**config.mk**
```make
export PLATFORM = sky130hd
export DESIGN_NAME = wb_flush_ctrl
export DESIGN_NICKNAME = d
export VERILOG_FILES = /design/src/rtl/cpu_pkg.sv /design/src/rtl/sat_updown_cnt.sv /design/src/rtl/wb_flush_ctrl.sv
export SDC_FILE = /design/constraint.sdc
export NUM_CORES = 1
export LEC_CHECK = 0
export ABC_AREA = 1
export BUFFER_PORTS_ARGS = -buffer_cell sky130_fd_sc_hd__buf_4
export CORE_UTILIZATION = 42
export DETAILED_ROUTE_END_ITERATION = 10
export HOLD_SLACK_MARGIN = 0.02
export PLACE_DENSITY_LB_ADDON = 0.25
export SETUP_SLACK_MARGIN = 0.15
export SLEW_MARGIN = 20
export SYNTH_ARGS = -nofsm -noshare
export SYNTH_HDL_FRONTEND = slang
export SYNTH_HIERARCHICAL = 1
export SYNTH_SLANG_ARGS = --single-unit
```
**constraint.sdc**
```tcl
create_clock -name clk -period 1.31 [get_ports clk]
set_clock_uncertainty 0.05 [all_clocks]
set_input_delay 0.0655 -clock clk [delete_from_list [all_inputs] [get_ports clk]]
set_output_delay 0.0655 -clock clk [all_outputs]
set_load 0.03 [all_outputs]
```
**src/rtl/cpu_pkg.sv**
```systemverilog
// Shared CPU definitions used by the WB/IF redirect logic.
//   evt_e         : redirect source selected by priority (ex > ertn > refetch)
//   ECODE_TLBR    : exception code that vectors to TLBRENTRY instead of EENTRY
//   CSR_EENTRY    : CSR number WB reads to source the normal exception entry
//   CSR_TLBRENTRY : CSR number WB reads to source the TLB-refill entry
//   evt_pick      : priority encoder over the three WB redirect events
//   sat_step      : one step of a counter saturating at 0 and at max
package cpu_pkg;

  typedef enum logic [1:0] {
    EVT_NONE    = 2'd0,
    EVT_EX      = 2'd1,
    EVT_ERTN    = 2'd2,
    EVT_REFETCH = 2'd3
  } evt_e;

  localparam logic [5:0]  ECODE_TLBR    = 6'h3f;
  localparam logic [13:0] CSR_EENTRY    = 14'h0c;
  localparam logic [13:0] CSR_TLBRENTRY = 14'h88;

  function automatic evt_e evt_pick(input logic ex, input logic ertn,
                                    input logic refetch);
    if (ex)           return EVT_EX;
    else if (ertn)    return EVT_ERTN;
    else if (refetch) return EVT_REFETCH;
    else              return EVT_NONE;
  endfunction

  function automatic int unsigned sat_step(input int unsigned cur,
                                           input logic inc, input logic dec,
                                           input int unsigned max);
    if (inc && !dec) return (cur >= max) ? max : cur + 32'd1;
    if (dec && !inc) return (cur == 32'd0) ? 32'd0 : cur - 32'd1;
    return cur;
  endfunction

endpackage

```
**src/rtl/sat_updown_cnt.sv**
```systemverilog
// Saturating up/down counter.
//   clk, resetn : clock, synchronous active-low reset
//   inc, dec    : count up / down; both together leave the count unchanged
//   cnt         : current count, held in [0, MAX]
module sat_updown_cnt
  import cpu_pkg::*;
#(
  parameter int unsigned MAX = 2,
  parameter int unsigned W   = $clog2(MAX + 1)
) (
  input  logic         clk,
  input  logic         resetn,
  input  logic         inc,
  input  logic         dec,
  output logic [W-1:0] cnt
);

  always_ff @(posedge clk) begin
    if (!resetn) cnt <= '0;
    else         cnt <= W'(sat_step(32'(cnt), inc, dec, MAX));
  end

endmodule

```
**src/rtl/wb_flush_ctrl.sv**
```systemverilog
// Pipeline redirect / flush sequencer between WB and IF.
//   ex_valid/ex_entry, ertn_valid/era_pc, refetch_valid/refetch_pc :
//                    WB redirect events and their targets (ex > ertn > refetch)
//   inst_req_hs      : IF fetch request accepted this cycle
//   inst_data_ok     : fetch response returned this cycle (in order)
//   redirect_ready   : IF takes the pending redirect this cycle
//   flush_all        : same-cycle flush of all stage valids
//   redirect_valid/redirect_pc : pending redirect and its target
//   resp_discard     : current response belongs to a squashed fetch
//   busy             : redirect pending or stale responses still due
module wb_flush_ctrl
  import cpu_pkg::*;
#(
  parameter int unsigned MAX_OUTST = 2,
  parameter int unsigned CW        = $clog2(MAX_OUTST + 1)
) (
  input  logic        clk,
  input  logic        resetn,
  input  logic        ex_valid,
  input  logic [31:0] ex_entry,
  input  logic        ertn_valid,
  input  logic [31:0] era_pc,
  input  logic        refetch_valid,
  input  logic [31:0] refetch_pc,
  input  logic        inst_req_hs,
  input  logic        inst_data_ok,
  input  logic        redirect_ready,
  output logic        flush_all,
  output logic        redirect_valid,
  output logic [31:0] redirect_pc,
  output logic        resp_discard,
  output logic        busy
);

  typedef enum logic {IDLE, REDIRECT} state_e;

  state_e      state, state_nxt;
  logic [31:0] pc_nxt;
  evt_e        evt_sel;
  logic        evt;
  logic [31:0] sel_pc;
  logic [CW-1:0] inflight;
  logic [CW-1:0] discard_load;
  logic [CW-1:0] discard_cnt;

  always_comb begin
    evt_sel = evt_pick(ex_valid, ertn_valid, refetch_valid);
    evt     = (evt_sel != EVT_NONE);
    case (evt_sel)
      EVT_EX:      sel_pc = ex_entry;
      EVT_ERTN:    sel_pc = era_pc;
      EVT_REFETCH: sel_pc = refetch_pc;
      default:     sel_pc = '0;
    endcase
  end

  assign flush_all = evt;

  always_comb begin
    state_nxt = state;
    pc_nxt    = redirect_pc;
    case (state)
      IDLE: begin
        if (evt) begin
          state_nxt = REDIRECT;
          pc_nxt    = sel_pc;
        end
      end
      REDIRECT: begin
        // A fresh event overrides the unaccepted target even if IF is ready.
        if (evt)                 pc_nxt    = sel_pc;
        else if (redirect_ready) state_nxt = IDLE;
      end
      default: state_nxt = IDLE;
    endcase
  end

  always_ff @(posedge clk) begin
    if (!resetn) begin
      state       <= IDLE;
      redirect_pc <= '0;
    end else begin
      state       <= state_nxt;
      redirect_pc <= pc_nxt;
    end
  end

  assign redirect_valid = (state == REDIRECT);

  sat_updown_cnt #(
    .MAX (MAX_OUTST),
    .W   (CW)
  ) u_inflight (
    .clk    (clk),
    .resetn (resetn),
    .inc    (inst_req_hs),
    .dec    (inst_data_ok),
    .cnt    (inflight)
  );

  // Everything outstanding after this cycle's handshakes is stale on a flush.
  assign discard_load = CW'(sat_step(32'(inflight), inst_req_hs, inst_data_ok,
                                     MAX_OUTST));

  always_ff @(posedge clk) begin
    if (!resetn)                             discard_cnt <= '0;
    else if (evt)                            discard_cnt <= discard_load;
    else if (inst_data_ok && discard_cnt != '0) discard_cnt <= discard_cnt - CW'(1);
  end

  assign resp_discard = inst_data_ok && (discard_cnt != '0);
  assign busy         = redirect_valid || (discard_cnt != '0);

endmodule
```
==> flow_summary.json, run 1 <==
{
  "status": "completed",
  "worstSkewPairLatency_ns": 0.28,
  "rsz0062_at_grt": "true",
  "cts_sinks": 37,
  "switching_power_mw": 0.883,
  "core_um2": 4750,
  "synth-edff-count": 0,
  "power_leakage_nw": 1.90,
  "crit_type": "reg -> out",
  "worstPathMaxFanout": 3,
  "num_antenna_cells": 0,
  "maxSlewHeadroom_pct": 75.3,
  "hpwl_um": 4600,
  "clk_pin_slew_ns": 0.07,
  "synth-main-ff-cell": "dfxtp_1",
  "area.growth.synth_to_final_pct": 60.7,
  "async_reset_ff_share_pct": 0,
  "fin_crit_sh_pct": 88.2,
  "die_w_um": 72.4,
  "dieHeight_um": 72.4,
  "syn-num-nets": 454,
  "initial_core_util_pct": 43.7,
  "p_per_area_nw_per_um2": 866,
  "ioPinCount": 140,
  "grt_usage_pct": 23.7,
  "worstPathArrival_ns": 1.04,
  "antenna_found_initial": 0,
  "grt_first_pass_wirelength_um": 9810,
  "hold_class": "in -> reg",
  "p_int_mw": 2.01,
  "pwr-share-seq_pct": 43.2,
  "syn_inst": 347,
  "setup_violations": 0,
  "ir_drop_uv": 507,
  "synth_largest_area_cell": "dfxtp_1",
  "num_rows": 25,
  "cts_tree": "built",
  "synth_area_leaders": "dfxtp_1, nand2_1, nand4_1",
  "worst_pin_slew_ns": 0.370,
  "cts_buffer_depth": 2,
  "ys_seq_area_share_pct": 35.6,
  "design_area_um2": 3340,
  "slew_viol_final": 0,
  "ys_types": 17,
  "fin_setup_tns_ns": 0,
  "routed_wl_um": 6110,
  "required_ns": 1.19,
  "whs_path_depth": 5,
  "worstRegToRegCells": 7,
  "drt_pre_antenna_iters": 4,
  "synth_common_cells": "nand2_1, inv_1, dfxtp_1, nand4_1, nor2_1",
  "end_kind": "output port",
  "final_antenna_net_count": 0,
  "hold_violations": 0,
  "p_clk_share_pct": 25.8,
  "yosysMostFrequentCell": "nand2_1",
  "cts.htree.levels": 2,
  "nets": 596,
  "fp.dieArea_um2": 5240,
  "drt-initial-drc-count": 98,
  "ys_ff_latch": 37,
  "clock-root-buffer": "clkbuf_8",
  "synth_area_um2": 2080,
  "grt_pass1_vias": 2313,
  "synth_top_area_share_pct": 35.6,
  "wl_per_cell_um": 11.0,
  "cts_made_buffers": 5,
  "ys_warn_count": 6,
  "min_period_ns": 1.15,
  "start_kind": "register",
  "comb_power_share_pct": 31.0,
  "place_congestion": 0.836,
  "grt_max_degree": 37,
  "port_buffers": 139,
  "vias": 2577,
  "grt_overflow": 0,
  "clock.fmax_mhz": 866,
  "netSwitchingFraction_pct": 30.5,
  "drive_gt1_share_pct": 33.5,
  "maxCapViolCount": 0,
  "synth.avg_cell_area_um2": 5.99,
  "drc": 0,
  "place_area_um2": 3180,
  "drt-vias-per-instance": 4.63
}
==> registers in the layout, indices dropped and copies added, names as in the netlist <==
name            flops
redirect_valid      1
discard_cnt         2
u_inflight/cnt      2
redirect_pc        32
==> power by group through the flow <==
| stage | clock, mW | sequential (mW) | combinational (mW) |
|---|---|---|---|
| global route | 0.825 | 1.26 | 0.979 |
| finish | 0.746 | 1.25 | 0.898 |
| CTS | 0.778 | 1.25 | 0.901 |
| detailed placement | 0 | 1.27 | 0.874 |
| global placement | 0 | 1.27 | 0.860 |
| floorplan | 0 | 1.41 | 0.305 |
==> cell families after synthesis <==
group | share of synthesized area, %
buffers and inverters | 14.3
AOI/OAI and AO/OA | 1.68
and+or+nand+nor | 46.6
adders and majority gates | 1.81
DFF | 35.6
==> metal layers <==
layer  vias to the layer above  part of all wire [%]  global-route usage [%]
li1                       1339                     -                       -
met1                      1144                    40                    26.9
met2                        90                    51                    42.6
met3                         4                   7.7                    7.22
met4                         0                  0.90                    7.19
met5                         -                     0                       0
==> path summary, 6_finish.rpt <==
check | from | to | slack [ns]
max | discard_cnt[0] | resp_discard | 0.16
min | ex_entry[24] | redirect_pc[24] | 0.03
max reg2reg | discard_cnt[0] | discard_cnt[0] | 0.19
min reg2reg | redirect_pc[20] | redirect_pc[20] | 0.50
==> per-stage QoR <==
stage          setup WS [ns]  hold slack [ns]  power (mW)  util (%)  std cells
6_report               0.155           0.0264        2.89      70.3        557
5_1_grt               0.0965           0.0336        3.06      70.3        557
4_1_cts                0.118           0.0209        2.93      70.3        557
3_5_place_dp           0.164            0.294        2.15      66.9        543
3_3_place_gp           0.185            0.291        2.13      66.9        543
2_1_floorplan          0.159            0.147        1.71         -        347
==> layout by cell type, fill, tap and decap left out, types with 4 or more instances in the layout <==
master	netlist	routed
a21oi_1	4	4
buf_4	0	144
clkbuf_8	0	5
dfxtp_1	37	35
dlygate4sd3_1	0	5
inv_1	51	49
nand2_1	181	181
nand3_1	5	5
nand4_1	32	32
nor2_1	11	9
==> critical path: stages (launching register included) <==
cell and delay (ns):
dfxtp_2 0.33, inv_2 0.05, ha_4 0.16, nor2_4 0.08, buf_6 0.13
==> cell type report <==
type                    count  area [µm²]
well taps                  67        83.8
inverters                  52         195
fillers                   436        1410
flip-flops and latches     37         743
clock buffers               6        72.6
clock inverters             2        10.0
repair buffers            152        1170
multi-input cells         241        1060
==> what timing repair did <==
item / 4_1_cts / 5_1_grt
endpoints found under the hold margin: 4 / 0
gates cloned: 0 / 0
gates resized for setup: 6 / 1
setup endpoints to repair: 2 / 4
setup buffers: 1 / 0
hold buffers: 5 / 0
pin swaps: 1 / 2
Power figures use the tool's default switching activity.
==> run 2, diff against run 1 <==
==> constraint.sdc (replaced) <==
create_clock -name clk -period 1.31 [get_ports clk]
set_clock_uncertainty 0.05 [all_clocks]
set_input_delay 0.393 -clock clk [delete_from_list [all_inputs] [get_ports clk]]
set_output_delay 0.393 -clock clk [all_outputs]
set_load 0.03 [all_outputs]
==> run 2 against run 1 <==
Compared with the run above:
- the flow now finishes with violations (setup timing)
- total power rose by 16%
- global-route usage is 3.5 points higher
- critical path depth did not move
- count of clock-buffer cells in the layout decreased by 1
- sequential power up 4%
- sequential share of layout area is 3.8 points lower
- via count grew 25%
- core utilization increased by 19 points
==> flow_summary.json, run 2 (synthesis results as in run 1) <==
{
  "status": "finished, violations left",
  "violations": "setup timing",
  "worstSkewPairLatency_ns": 0.29,
  "fin_crit_sh_pct": 119,
  "maxCapViolCount": 0,
  "grt_first_pass_wirelength_um": 11000,
  "required_ns": 0.87,
  "drt_pre_antenna_iters": 5,
  "worstPathArrival_ns": 1.11,
  "vias": 3223,
  "met3_usage_pct": 6.25,
  "cp-startpoint": "discard_cnt[1]",
  "crit_family": "flip-flops",
  "slew_viol_final": 0,
  "holdBufCountCts": 0,
  "worstReg2RegStart": "discard_cnt[1]",
  "core_um2": 4750,
  "drc": 0,
  "place_congestion": 0.745,
  "final_common_cell": "nand2_1",
  "grt_pass1_vias": 2640,
  "gr-usage-met1_pct": 29.1,
  "nets": 627,
  "num_rows": 25,
  "setup_violations": 11,
  "total_power_mw": 3.37,
  "rrSetupSlack_ns": 0.06,
  "start_kind": "register",
  "reg_top3": "redirect_pc (32), discard_cnt (2), u_inflight/cnt (2)",
  "initial_core_util_pct": 43.7,
  "dieHeight_um": 72.4,
  "final_cell_mix": "nand2_1, buf_4, buf_6",
  "wl_per_cell_um": 18.6,
  "drive_gt1_share_pct": 57.2,
  "p_per_area_nw_per_um2": 791,
  "ioPinCount": 140,
  "cts_buffer_depth": 2,
  "regMostFlops": "redirect_pc",
  "num_antenna_cells": 0,
  "cts_tree": "built",
  "worstPathMaxFanout": 3,
  "port_buffers": 139,
  "hold_class": "in -> reg",
  "maxSlewHeadroom_pct": 79.8,
  "routed_wl_um": 10900,
  "setup_slack_ns": -0.244,
  "path_cells": "inv_2 -> ha_4 -> nor2_4 -> buf_6",
  "final_antenna_net_count": 0,
  "ir_drop_uv": 626,
  "clk_pin_slew_ns": 0.07,
  "drt-vias-per-instance": 5.48,
  "crit_type": "reg -> out",
  "drt-initial-drc-count": 269,
  "hpwl_um": 4880,
  "power_leakage_nw": 2.36,
  "clock-root-buffer": "clkbuf_8",
  "cts_made_buffers": 5,
  "final_core_util_pct": 89.5,
  "hold_start": "redirect_ready",
  "clock.fmax_mhz": 643,
  "grt_overflow": 0,
  "min_period_ns": 1.55,
  "hold_violations": 0,
  "grt_max_degree": 25,
  "end_kind": "output port",
  "die_w_um": 72.4,
  "worst_pin_slew_ns": 0.304,
  "rsz0062_at_grt": "true",
  "cts_sinks": 37,
  "max_stage_delay_ns": 0.35,
  "cts.htree.levels": 2,
  "path_buf_inv": 2,
  "nFillCells": 223,
  "met2_usage_pct": 50.2,
  "largest_register_ffs": 32,
  "grt_usage_pct": 27.3,
  "antenna_found_initial": 0,
  "fp.dieArea_um2": 5240,
  "area.growth.synth_to_final_pct": 105,
  "cp_slowest_cell": "dfxtp_2",
  "grt_busiest_layer": "met2"
}
run 2: cell types whose count changed in the layout (fill, tap and decap cells not counted), moves of 5 or more:
cell / previous run / this run
buf_4: 144 / 116
buf_6: 2 / 51
buf_8: 0 / 6
clkbuf_16: 0 / 5
dfxtp_1: 35 / 2
dfxtp_2: 2 / 35
dlygate4sd3_1: 5 / 0
nand2_1: 181 / 122
nand2_2: 0 / 42
nand2_4: 0 / 17
run 2: repair_timing:
item	in CTS	in global routing
gates resized for setup	86	97
endpoints found under the setup margin	47	71
setup buffers	6	10
pin swaps	6	54
gates cloned	3	8
run 2: cell type report:
| cell class | count | area, µm² | share of cell area [%] |
|---|---|---|---|
| Timing Repair Buffer | 183 | 1780 | 41.7 |
| Multi-Input combinational cell | 241 | 1320 | 31.1 |
| Sequential cell | 37 | 785 | 18.4 |
| Inverter | 52 | 200 | 4.70 |
| Tap cell | 67 | 83.8 | 1.97 |
| Clock buffer | 5 | 68.8 | 1.62 |
| Clock inverter | 3 | 21.3 | 0.500 |
run 2: power breakdown:
group / internal (mW) / switching (mW)
clock network: 0.377 / 0.445
logic: 0.621 / 0.626
registers: 1.22 / 0.0773
total: 2.22 / 1.15
run 2: routing by layer:
| metal | vias to the layer above | share of wire (%) |
|---|---|---|
| li1 | 1405 | - |
| met2 | 283 | 49 |
| met4 | 0 | 6.6 |
| met3 | 81 | 10 |
| met5 | - | 0 |
| met1 | 1454 | 34 |
run 2: worst register-to-register path: stages (launching register included):
cell	delay, ns
dfxtp_2	0.35
inv_2	0.05
ha_4	0.17
nor2_4	0.11
buf_4	0.12
nand2_1	0.07
a21oi_2	0.15
nor2_1	0.08
run 2: final timing paths:
check / endpoint / depth (start not counted)
hold / removal: redirect_valid / 4
setup / recovery: resp_discard / 4
setup reg to reg: discard_cnt[1] / 7
hold reg to reg: u_inflight/cnt[1] / 2
run 2: through the flow:
stage          std cells  cell area [µm²]  TNS [ns]  setup slack [ns]  hold slack (ns)
2_1_floorplan        347             2120   -0.0611           -0.0611            0.444
3_3_place_gp         553             3290     -5.13            -0.195            0.476
3_5_place_dp         553             3290     -5.01            -0.173            0.482
4_1_cts              570             3710    -0.468            -0.244            0.278
5_1_grt              588             4260    -0.942            -0.280            0.307
6_report             588             4260    -0.844            -0.244            0.275
